==> config.mk <==
export PLATFORM = sky130hd
export DESIGN_NAME = lbm_step_scheduler
export DESIGN_NICKNAME = d
export VERILOG_FILES = /design/src/rtl/lbm_pkg.sv /design/src/rtl/lbm_step_scheduler_cell_iter.sv /design/src/rtl/lbm_step_scheduler.sv
export SDC_FILE = /design/constraint.sdc
export NUM_CORES = 1
export LEC_CHECK = 0
export BUFFER_PORTS_ARGS = -buffer_cell sky130_fd_sc_hd__buf_2
export CAP_MARGIN = 20
export CORE_MARGIN = 3
export CORE_UTILIZATION = 40
export CTS_CLUSTER_DIAMETER = 30
export DETAILED_ROUTE_END_ITERATION = 6
export GPL_TIMING_DRIVEN = 0
export HOLD_SLACK_MARGIN = 0.03
export PLACE_DENSITY_LB_ADDON = 0.15
export RECOVER_POWER = 25
export SETUP_SLACK_MARGIN = 0.2
export SYNTH_ARGS = -nofsm -noshare
export SYNTH_HDL_FRONTEND = slang
export SYNTH_SLANG_ARGS = --single-unit
==> constraint.sdc <==
create_clock -name clk_in -period 3.3 [get_ports clk_in]
set_clock_uncertainty 0.1 [all_clocks]
set_input_delay 0.66 -clock clk_in [delete_from_list [all_inputs] [get_ports clk_in]]
set_output_delay 0.66 -clock clk_in [all_outputs]
set_load 0.05 [all_outputs]
==> src/rtl/lbm_pkg.sv <==
// lbm_pkg: shared types and defaults for the LBM timestep scheduler
// Holds the scheduler FSM state enum, default lattice size and step-count width.
package lbm_pkg;
    localparam int GRID_W_DEF = 8;
    localparam int GRID_H_DEF = 8;
    localparam int STEP_W     = 16;
    typedef enum logic [2:0] {IDLE, COLLIDE, DRAIN, STREAM, STEP_END} state_t;
endpackage

==> src/rtl/lbm_step_scheduler_cell_iter.sv <==
// lbm_cell_iter: row-major x/y raster counter over the lattice
// Ports: clk_in/rst_in clock and async reset, adv_in steps to the next cell
// (wrapping to (0,0) after the last), x_out/y_out current cell, last_out
// high while the current cell is (GRID_W-1,GRID_H-1).
module lbm_cell_iter #(
    parameter int GRID_W = 8,
    parameter int GRID_H = 8,
    parameter int XW     = $clog2(GRID_W),
    parameter int YW     = $clog2(GRID_H)
) (
    input  logic          clk_in,
    input  logic          rst_in,
    input  logic          adv_in,
    output logic [XW-1:0] x_out,
    output logic [YW-1:0] y_out,
    output logic          last_out
);
    localparam logic [XW-1:0] XMAX = XW'(GRID_W - 1);
    localparam logic [YW-1:0] YMAX = YW'(GRID_H - 1);
    logic [XW-1:0] x_q, x_d;
    logic [YW-1:0] y_q, y_d;
    logic          x_last, y_last;
    always_comb begin
        x_last = x_q == XMAX;
        y_last = y_q == YMAX;
        x_d = !adv_in ? x_q : x_last ? '0 : x_q + 1'b1;
        y_d = !(adv_in && x_last) ? y_q : y_last ? '0 : y_q + 1'b1;
    end
    always_ff @(posedge clk_in or posedge rst_in) begin
        if (rst_in) begin
            x_q <= '0;
            y_q <= '0;
        end else begin
            x_q <= x_d;
            y_q <= y_d;
        end
    end
    assign x_out    = x_q;
    assign y_out    = y_q;
    assign last_out = x_last && y_last;
endmodule

==> src/rtl/lbm_step_scheduler.sv <==
// lbm_step_scheduler: sequences collide / drain / stream passes for a batch of LBM timesteps
// Ports: clk_in, rst_in (async active-high); start_in + num_steps_in request a batch;
// col_valid_out/col_ready_in/col_x_out/col_y_out issue cells to the collision unit,
// col_retire_in reports completed write-backs; str_start_out/str_done_in run the
// streaming pass; busy_out, done_out, step_cnt_out, err_out (sticky) report status.
// Optional macro LBM_SCHED_PAUSE_EN adds pause_in, which stalls between timesteps.
module lbm_step_scheduler
    import lbm_pkg::*;
#(
    parameter int GRID_W = GRID_W_DEF,
    parameter int GRID_H = GRID_H_DEF
) (
    input  logic                      clk_in,
    input  logic                      rst_in,
`ifdef LBM_SCHED_PAUSE_EN
    input  logic                      pause_in,
`endif
    input  logic                      start_in,
    input  logic [STEP_W-1:0]         num_steps_in,
    output logic                      col_valid_out,
    input  logic                      col_ready_in,
    output logic [$clog2(GRID_W)-1:0] col_x_out,
    output logic [$clog2(GRID_H)-1:0] col_y_out,
    input  logic                      col_retire_in,
    output logic                      str_start_out,
    input  logic                      str_done_in,
    output logic                      busy_out,
    output logic                      done_out,
    output logic [STEP_W-1:0]         step_cnt_out,
    output logic                      err_out
);
    localparam int OW = $clog2(GRID_W * GRID_H + 1);
    state_t            state_q, state_d;
    logic [STEP_W-1:0] steps_q, steps_d, cnt_q, cnt_d;
    logic [OW-1:0]     outst_q, outst_d;
    logic              err_q, err_d, str_q;
    logic              acc, last, bad_ret, ret_ok, bad, hold;
`ifdef LBM_SCHED_PAUSE_EN
    assign hold = pause_in;
`else
    assign hold = 1'b0;
`endif
    lbm_cell_iter #(.GRID_W(GRID_W), .GRID_H(GRID_H)) u_iter (
        .clk_in  (clk_in),
        .rst_in  (rst_in),
        .adv_in  (acc),
        .x_out   (col_x_out),
        .y_out   (col_y_out),
        .last_out(last)
    );
    assign col_valid_out = state_q == COLLIDE;
    assign acc           = col_valid_out && col_ready_in;
    // Illegal retires and stray stream-done pulses only raise the error flag.
    assign bad_ret = col_retire_in && (outst_q == '0 || state_q == STREAM || state_q == IDLE);
    assign ret_ok  = col_retire_in && !bad_ret;
    assign bad     = bad_ret || (str_done_in && state_q != STREAM);
    always_comb begin
        state_d = state_q;
        steps_d = steps_q;
        cnt_d   = cnt_q;
        outst_d = outst_q + OW'(acc) - OW'(ret_ok);
        err_d   = err_q || bad;
        case (state_q)
            IDLE: if (start_in) begin
                steps_d = num_steps_in;
                cnt_d   = '0;
                state_d = num_steps_in == '0 ? STEP_END : COLLIDE;
            end
            COLLIDE: if (acc && last) state_d = DRAIN;
            DRAIN: if (outst_q == '0) state_d = STREAM;
            STREAM: if (str_done_in) begin
                state_d = STEP_END;
                cnt_d   = cnt_q + 1'b1;
            end
            STEP_END: state_d = cnt_q == steps_q ? IDLE : hold ? STEP_END : COLLIDE;
            default: state_d = IDLE;
        endcase
    end
    always_ff @(posedge clk_in or posedge rst_in) begin
        if (rst_in) begin
            state_q <= IDLE;
            steps_q <= '0;
            cnt_q   <= '0;
            outst_q <= '0;
            err_q   <= 1'b0;
            str_q   <= 1'b0;
        end else begin
            state_q <= state_d;
            steps_q <= steps_d;
            cnt_q   <= cnt_d;
            outst_q <= outst_d;
            err_q   <= err_d;
            str_q   <= state_d == STREAM && state_q != STREAM;
        end
    end
    assign str_start_out = str_q;
    assign busy_out      = state_q != IDLE;
    assign done_out      = state_q == STEP_END && cnt_q == steps_q;
    assign step_cnt_out  = cnt_q;
    assign err_out       = err_q;
endmodule

== Word level (Yosys, flattened, before mapping) ==
Cells that the tools add are included.

* Flip-flop bits (word level): 50
* Bits of input ports: 22
* Output and inout bits: 27
* Logic and storage cells: 57

* $add $sub $neg: 5
* Eq/ne operators: 11
* Muxes and demuxes: 12
* Reduce and logical (&&, ||, !) cells: 21

{| class="wikitable"
|+ Operator list
! kind !! count
|-
| 2-to-1 mux 16 bit || 2
|-
| case mux 16 bit (2 select lines) || 1
|-
| 2-to-1 mux 3 bit || 7
|-
| adder 16 x 1 -> 16 bit (second input constant) || 1
|-
| equality test 16 bit || 1
|-
| logical NOT 16 bit || 1
|-
| case mux 3 bit (5 select lines) || 1
|-
| equality test 3 x 2 -> 1 bit (second input constant) || 3
|-
| equality test 3 bit (second input constant) || 3
|-
| logical AND 1 bit || 9
|-
| adder 7 x 1 -> 7 bit || 1
|-
| logical NOT 7 bit || 1
|-
| subtractor 7 x 1 -> 7 bit || 1
|-
| adder 3 x 1 -> 3 bit (second input constant) || 2
|-
| logical OR 1 bit || 4
|-
| inequality test 2 bit (second input constant) || 2
|-
| equality test 3 x 1 -> 1 bit (second input constant) || 1
|-
| logical NOT 3 bit || 1
|-
| inequality test 3 x 2 -> 1 bit (second input constant) || 1
|-
| AND reduction 3 bit || 1
|-
| nonzero test 3 bit || 1
|-
| AND reduction 2 bit || 1
|-
| nonzero test 2 bit || 1
|-
| logical NOT 1 bit || 1
|-
| 2-to-1 mux 1 bit || 1
|}

== Logic depth before layout (Yosys ltp) ==
Gate-level depths: netlist of run 1.

* Depth after elaboration: 7
* Mapped depth: 14
* Gate-level depth less buffers: 14

== By module ==
From an unflattened synthesis of run 1, not the netlist that was laid out.

* Cell total of the unflattened synthesis: 292
* Area, all modules: 2800.2 um^2

{| class="wikitable"
|+ Modules (own cells, without submodules)
! module !! instances !! cells an instance !! area each (um^2) !! seq. area each (um^2)
|-
| lbm_step_scheduler || 1 || 270 || 2501.1 || 1101.1
|-
| lbm_cell_iter || 1 || 22 || 299.0 || 150.1
|}

== Worst setup path after synthesis of run 1 ==
Ideal clock, no wire load.

* Path type: register to register
* From: register state_q[0]
* To: register outst_q[6]
* Library setup time: 0.136 ns
* Arrival time: 3.772 ns
* Path slack: -0.707 ns
* Cell stages (with the launch flop): 14
* Period minus slack after synthesis: 4.007 ns
* Cell sequence: dfrtp_1 clkbuf_1 nor3b_1 and2_1 inv_1 ha_1 inv_1 ha_1 inv_1 fa_1 nand2b_1 a21oi_1 o21a_1 o211ai_1

{| class="wikitable"
|+ RTL lines
! item !! RTL line !! RTL
|-
| from (decl) || lbm_step_scheduler.sv:33 || <nowiki>state_t state_q, state_d;</nowiki>
|-
| from (signal assigned) || lbm_step_scheduler.sv:88 || <nowiki>state_q <= state_d;</nowiki>
|-
| equality test 3 x 1 -> 1 bit || lbm_step_scheduler.sv:51 || <nowiki>assign col_valid_out = state_q == COLLIDE;</nowiki>
|-
| via col_valid_out || lbm_step_scheduler.sv:20 || <nowiki>output logic col_valid_out,</nowiki>
|-
| logical AND 1 bit || lbm_step_scheduler.sv:52 || <nowiki>assign acc = col_valid_out && col_ready_in;</nowiki>
|-
| adder 7 x 1 -> 7 bit || lbm_step_scheduler.sv:61 || <nowiki>outst_d = outst_q + OW'(acc) - OW'(ret_ok);</nowiki>
|-
| subtractor 7 x 1 -> 7 bit || lbm_step_scheduler.sv:61 ||
|-
| via outst_d[6] || lbm_step_scheduler.sv:35 || <nowiki>logic [OW-1:0] outst_q, outst_d;</nowiki>
|-
| to (signal assigned) || lbm_step_scheduler.sv:91 || <nowiki>outst_q <= outst_d;</nowiki>
|-
| to (decl) || lbm_step_scheduler.sv:35 ||
|}

The timed path passes the listed nets, and every way through them passes these cells.
A chain may end at the register's enable or synchronous reset.

== Worst setup path in the final report of run 1 ==
* From: register state_q[0]
* To: register outst_q[6]

* Longest elaborated chain between the ends: 7

{| class="wikitable"
|+ Ends and longest elaborated chain
! item !! RTL line
|-
| parallel branches: the longest is 6 deep, another holds adder 7 x 1 -> 7 bit || --
|-
| subtractor 7 x 1 -> 7 bit (*) || lbm_step_scheduler.sv:61
|-
| via outst_d[6] || lbm_step_scheduler.sv:35
|}

Mark *: on every way through the listed nets, which the timed path passes.

==> results of run 1 <==
registers in the layout, summed over array words and instances (netlist names):
name	count
err_out	1
outst_q	7
state_q	3
step_cnt_out	16
steps_q	16
str_start_out	1
u_iter.x_out	3
u_iter.y_out	3
per-stage QoR:
| stage | instances | hold slack [ns] |
|---|---|---|
| after global placement | 444 | 0.3690 |
| after CTS | 453 | 0.1896 |
| after detailed placement | 445 | 0.3832 |
| after global routing | 453 | 0.2801 |
| final | 453 | 0.2510 |
| after floorplan | 303 | 0.3665 |
cell usage after synthesis (all sizes together), types with 5 or more instances:
cell type | count | area [um2]
nand2 | 67 | 251.5
dfrtp | 50 | 1251
xnor2 | 19 | 166.4
inv | 18 | 67.56
nor2 | 16 | 60.06
ha | 14 | 175.2
nand3 | 9 | 45.04
nand4 | 9 | 56.30
a21oi | 8 | 40.04
clkbuf | 8 | 30.03
o21ai | 7 | 35.03
nor4 | 6 | 37.54
a211oi | 5 | 42.54
a31o | 5 | 43.79
nand2b | 5 | 31.28
routing by layer:
layer	vias up	track usage	share of wire
met5	-	0	0
met4	0	0.04082	0.0091
met3	6	0.03172	0.042
met2	55	0.2751	0.46
met1	1068	0.2395	0.49
li1	1157	-	-
cell usage in the layout (no fill, tap or decap), drive strengths merged, types with 3 or more instances in the layout:
cell / netlist / final
a211oi: 5 / 5
clkbuf: 8 / 16
a21oi: 8 / 8
nor2b: 3 / 3
nand4: 9 / 9
nand2: 67 / 67
nand2b: 5 / 5
mux2: 3 / 3
or3: 4 / 4
inv: 18 / 18
a31o: 5 / 5
buf: 4 / 51
mux2i: 3 / 3
dfrtp: 50 / 50
xnor2: 19 / 19
a21o: 3 / 3
nand3: 9 / 9
xor2: 3 / 3
nor4: 6 / 6
nor3: 4 / 4
nor2: 16 / 16
ha: 14 / 14
o21ai: 7 / 7
area by class of cell:
type / instances / area share
sequential: 50 / 0.3788
timing repair buffer: 49 / 0.07651
multi-input combinational: 223 / 0.4413
inverter: 18 / 0.02045
tap: 93 / 0.03523
buffer: 12 / 0.02008
clock buffer: 7 / 0.02614
clock inverter: 1 / 0.001515
worst paths after layout:
path	start	cells past startpoint	to
max	state_q[0]$_DFF_PP0_	13	outst_q[6]$_DFF_PP0_
min	rst_in	2	err_out$_DFF_PP0_
max reg2reg	state_q[0]$_DFF_PP0_	13	outst_q[6]$_DFF_PP0_
min reg2reg	steps_q[0]$_DFFE_PP0P_	2	steps_q[0]$_DFFE_PP0P_
max in group asynchronous	rst_in	3	u_iter.y_out[2]$_DFFE_PP0P_
min in group clk_in	steps_q[0]$_DFFE_PP0P_	2	steps_q[0]$_DFFE_PP0P_
cell families (layout without fill, tap and decap cells):
kind of cell    after synthesis  count (layout)
compound gates               44              44
xor+xnor                     22              22
fa+ha+maj                    15              15
buf+inv                      30              87
flops                        50              50
mux                           6               6
simple gates                136             136
critical path, cell delays in order (launching register included):
cell      delay [ns]
dfrtp_1         0.42
clkbuf_8        0.19
nor3b_4         0.19
and2_4          0.19
inv_1           0.09
ha_1            0.30
inv_1           0.06
ha_1            0.17
inv_1           0.06
fa_1            0.39
nand2b_1        0.17
a21oi_2         0.20
o21a_1          0.16
o211ai_1        0.10
report_power, final:
group	internal, mW	switching [mW]
logic	0.364	0.512
clock network	0.170	0.202
registers	0.754	0.0997
==> out/results.ini, run 1 <==
[placed_design]
io_buffers = 48
routabilityCongestion = 0.7534
dpl.hpwl_um = 4917
dp_slack_ns = 0.3397
placed_area_mm2 = 0.003217

[clock_network]
cts_resized = 0
cts_tree = built
cts.sinks = 50
clk_pin_slew_ns = 0.09
worstSkewPairLatency_ns = 0.31
post_cts_buffers = 0
h-tree-depth = 2
cts-root-buf = clkbuf_8
postCtsHoldBufs = 0
cts_buffers = 5
clk_path_buf_depth = 2

[finish]
drive_above_1_share = 0.2083
ff_latch_area_mm2 = 0.001251
fin_area_mm2 = 0.003303
syn_to_final_growth_pct = 17.44
nFillCells = 637
fin_util = 0.5030
nNetsFinal = 396
multi_input_area_mm2 = 0.001458
antenna_cells = 0

[drt]
postRouteAntennaNets = 0
dr.pass1.iters = 4
viasPerCell = 5.046
routed_wl_um = 6488
via_count = 2286
first_iter_violations = 157
avgRoutedWirePerCell_um = 14.32
post-route-drc-count = 0

[pwr]
vdd_drop_max_v = 0.0003839
p_per_area_mw_per_mm2 = 636.1
power_leakage_nw = 1.636
finalPower_mw = 2.101

[grt]
first_global_vias = 2411
grt_pass1_wl_um = 11410
grt_antenna_before_repair = 0
grt-ovfl-total = 0
grt_start_max_net_pins = 40
grt_usage = 0.1709

[synth]
synth.area.mux_share = 0.02269
ys_warn_count = 0
synthSimpleGateAreaFrac = 0.2318
synth.distinct_cells = 48
synth-xor-area-share = 0.06851
synth_top_family_by_area = simple AND/OR/NAND/NOR gates
synth_edf_count = 0
synth_cells = 303
mappedNetlistArea_mm2 = 0.002813
yosys_register_bits = 50
synth_ff_type = dfrtp_1
synth_compound_area_frac = 0.1197
async_reset_ff_frac = 1.000
synth-seq-area-share = 0.4448
synth_fp_nets = 340
avgSynthCellArea_um2 = 9.283
synth_fa_ha_area_frac = 0.06940

[sta]
tightestPinTransition_ns = 1.735
maxSlewHeadroom = -0.1570
setup_viol = 0
max_freq_mhz = 342.8
rsz0062_at_grt = yes
fin_crit_ns = 2.918
drv_slew = 40
setup_ws_ns = 0.3824
period_share = 0.8841
setup_tns_ns = 0
hold_violations = 0

[die]
dieWidth_um = 89.86
dieArea_mm2 = 0.008074
rows = 29
die_y_um = 89.86
start_util = 0.4283
fp.coreArea_mm2 = 0.006568
ioPinCount = 49

[critical_path]
crit_required_ns = 3.38
worstPathMaxFanout = 10
critPathArrivalTime_ns = 2.99
r2r_slack_ns = 0.38
cp-start-kind = flip-flop
end_kind = flip-flop
worstSetupPathType = flip-flop to flip-flop

[hold_path]
min_path_type = input pin to async pin

[status]
violations = max-capacitance violations, max-slew violations
outcome = finished, violations left

[flow_run]
max-cap-violations = 1

Note: power is estimated with default switching activity, not from simulation.
==> run 2: changes to the inputs <==
--- a/config.mk
+++ b/config.mk
@@ -13,7 +13,7 @@
 export DETAILED_ROUTE_END_ITERATION = 6
 export GPL_TIMING_DRIVEN = 0
 export HOLD_SLACK_MARGIN = 0.03
-export PLACE_DENSITY_LB_ADDON = 0.15
+export PLACE_DENSITY = 0.62
 export RECOVER_POWER = 25
 export SETUP_SLACK_MARGIN = 0.2
 export SYNTH_ARGS = -nofsm -noshare
==> out/results.ini, run 2 (synthesis gave the netlist of run 1 again) <==
[status]
outcome = finished clean

[die]
ioPinCount = 49  ; unchanged
die_y_um = 89.86  ; unchanged
fp.coreArea_mm2 = 0.006568  ; unchanged
rows = 29  ; unchanged
start_util = 0.4283  ; unchanged
dieArea_mm2 = 0.008074  ; unchanged
dieWidth_um = 89.86  ; unchanged

[critical_path]
critPathArrivalTime_ns = 2.94  ; -0.05 ns
crit_required_ns = 3.38  ; about the same
cp-start-kind = flip-flop
end_kind = flip-flop
worstPathMaxFanout = 10  ; unchanged
worstSetupPathType = flip-flop to flip-flop

[pwr]
switching_share = 0.3827  ; -0.004763
p_per_area_mw_per_mm2 = 654.8  ; +2.9%
power_frac_clock = 0.202  ; +0.025
vdd_drop_max_v = 0.0003442  ; -10%
finalPower_mw = 2.175  ; +3.5%
pwr-share-seq = 0.393  ; -0.013
power.internal_mw = 1.343  ; +4.3%
comb_power_share = 0.405  ; -0.012
p_switching_mw = 0.8326  ; +2.2%
power_leakage_nw = 1.622  ; -0.80%

[clock_network]
cts_tree = built
cts_buffers = 5  ; unchanged
h-tree-depth = 2  ; unchanged
worstSkewPairLatency_ns = 0.30  ; about the same
post_cts_buffers = 0  ; unchanged
cts-root-buf = clkbuf_8
clk_path_buf_depth = 2  ; unchanged
clk_pin_slew_ns = 0.09  ; about the same
cts.sinks = 50  ; unchanged

[placed_design]
placedCellCount = 445  ; unchanged
io_buffers = 48  ; unchanged
routabilityCongestion = 0.7611  ; +1.0%
dp_slack_ns = 0.3881  ; +0.04837 ns
dpl.hpwl_um = 4819  ; -2.0%

[drt]
via_count = 2325  ; +1.7%
viasPerCell = 5.132  ; +1.7%
postRouteAntennaNets = 0  ; unchanged
dr.pass1.iters = 6  ; +2
routed_wl_um = 6342  ; -2.3%
post-route-drc-count = 0  ; unchanged
avgRoutedWirePerCell_um = 14.00  ; -2.3%
first_iter_violations = 85  ; -46%

[hold_path]
min_path_type = flip-flop to flip-flop

[sta]
hold_violations = 0  ; unchanged
fin_crit_ns = 2.865  ; -0.05242 ns
max_freq_mhz = 349.0  ; +1.8%
setup_tns_ns = 0  ; unchanged
holdWs_ns = 0.4017  ; +0.1507 ns
setup_viol = 0  ; unchanged
rsz0062_at_grt = yes
period_share = 0.8682  ; -0.01589
drv_slew = 0  ; -100%
maxSlewHeadroom = 0.04662  ; +0.2036
setup_ws_ns = 0.4349  ; +0.05242 ns
tightestPinTransition_ns = 1.430  ; -0.3054 ns

[grt]
grt-ovfl-total = 0  ; unchanged
grt_use_met1 = 0.2391  ; -0.0004041
grt_usage = 0.1656  ; -0.005311
grt_start_max_net_pins = 28  ; -30%
busiest_layer = met2
use_met2 = 0.2581  ; -0.01692
first_global_vias = 2214  ; -8.2%
grt.met3_usage = 0.02170  ; -0.01002
grt_pass1_wl_um = 11030  ; -3.3%
grt_antenna_before_repair = 0  ; unchanged

[flow_run]
max-cap-violations = 0  ; -1

[finish]
nNetsFinal = 396  ; unchanged
drive_above_1_share = 0.2111  ; +0.002778
antenna_cells = 0  ; unchanged
final_common_cell = nand2_1
most-common-layout-cells = nand2_1, dfrtp_1, buf_2, xnor2_1, inv_1
syn_to_final_growth_pct = 18.11
final_cells = 453  ; unchanged

[run 2: cell types whose count changed in the layout (fill, tap and decap cells not counted), sizes merged]
cell and change:
clkinvlp +2, bufinv +1, clkbuf -1, clkinv -1, dlymetal6s4s -1
[run 2: layer usage]
metal / vias to the layer above / wire, um
met4: 0 / 81
met1: 1114 / 3091
met5: - / 0
met3: 4 / 212
li1: 1161 / -
met2: 46 / 2956
[run 2: critical path: stages, from the launching register on]
cell and delay (ns):
dfrtp_1 0.41, clkbuf_8 0.19, nor3b_4 0.20, and2_4 0.19, inv_1 0.09, ha_1 0.30, inv_1 0.05, ha_1 0.16
inv_1 0.05, fa_1 0.38, nand2b_1 0.17, a21oi_2 0.21, o21a_1 0.15, o211ai_1 0.10
[run 2: metrics by stage]
stage / util / area (um2)
global route: 0.5058 / 3322
detailed placement: 0.4898 / 3217
global placement: 0.4868 / 3197
finish: 0.5058 / 3322
floorplan: - / 2840
CTS: 0.5071 / 3331
[run 2: path summary, 6_finish.rpt]
path,start,endpoint,slack (ns),cells after the start
worst min-delay path,steps_q[0]$_DFFE_PP0P_,steps_q[0]$_DFFE_PP0P_,0.40,2
worst min register to register,steps_q[0]$_DFFE_PP0P_,steps_q[0]$_DFFE_PP0P_,0.40,2
min in group asynchronous,rst_in,steps_q[2]$_DFFE_PP0P_,0.44,2
max in group asynchronous,rst_in,step_cnt_out[6]$_DFFE_PP0P_,0.85,3
worst max register to register,state_q[0]$_DFF_PP0_,outst_q[6]$_DFF_PP0_,0.43,13
worst max-delay path,state_q[0]$_DFF_PP0_,outst_q[6]$_DFF_PP0_,0.43,13
[run 2: what timing repair did]
| item | CTS | global route |
|---|---|---|
| hold buffers | 0 | 0 |
| gates resized for setup | 0 | 2 |
| endpoints found under the setup margin | 0 | 3 |
[run 2: cell type report]
type / count / area (um2)
buffer: 12 / 65.06
fill: 651 / 3246
timing repair buffer: 49 / 244.0
tap: 93 / 116.4
sequential: 50 / 1251
clock buffer: 5 / 68.82
clock inverter: 3 / 45.04
multi-input combinational: 223 / 1464
inverter: 18 / 67.56
[run 2: power by group through the flow]
stage | combinational (mW) | sequential [mW] | clock [mW]
6_report | 0.880 | 0.855 | 0.440
4_1_cts | 0.889 | 0.858 | 0.452
3_3_place_gp | 0.862 | 0.867 | 0
3_5_place_dp | 0.883 | 0.871 | 0
2_1_floorplan | 0.599 | 0.962 | 0
5_1_grt | 1.00 | 0.876 | 0.481
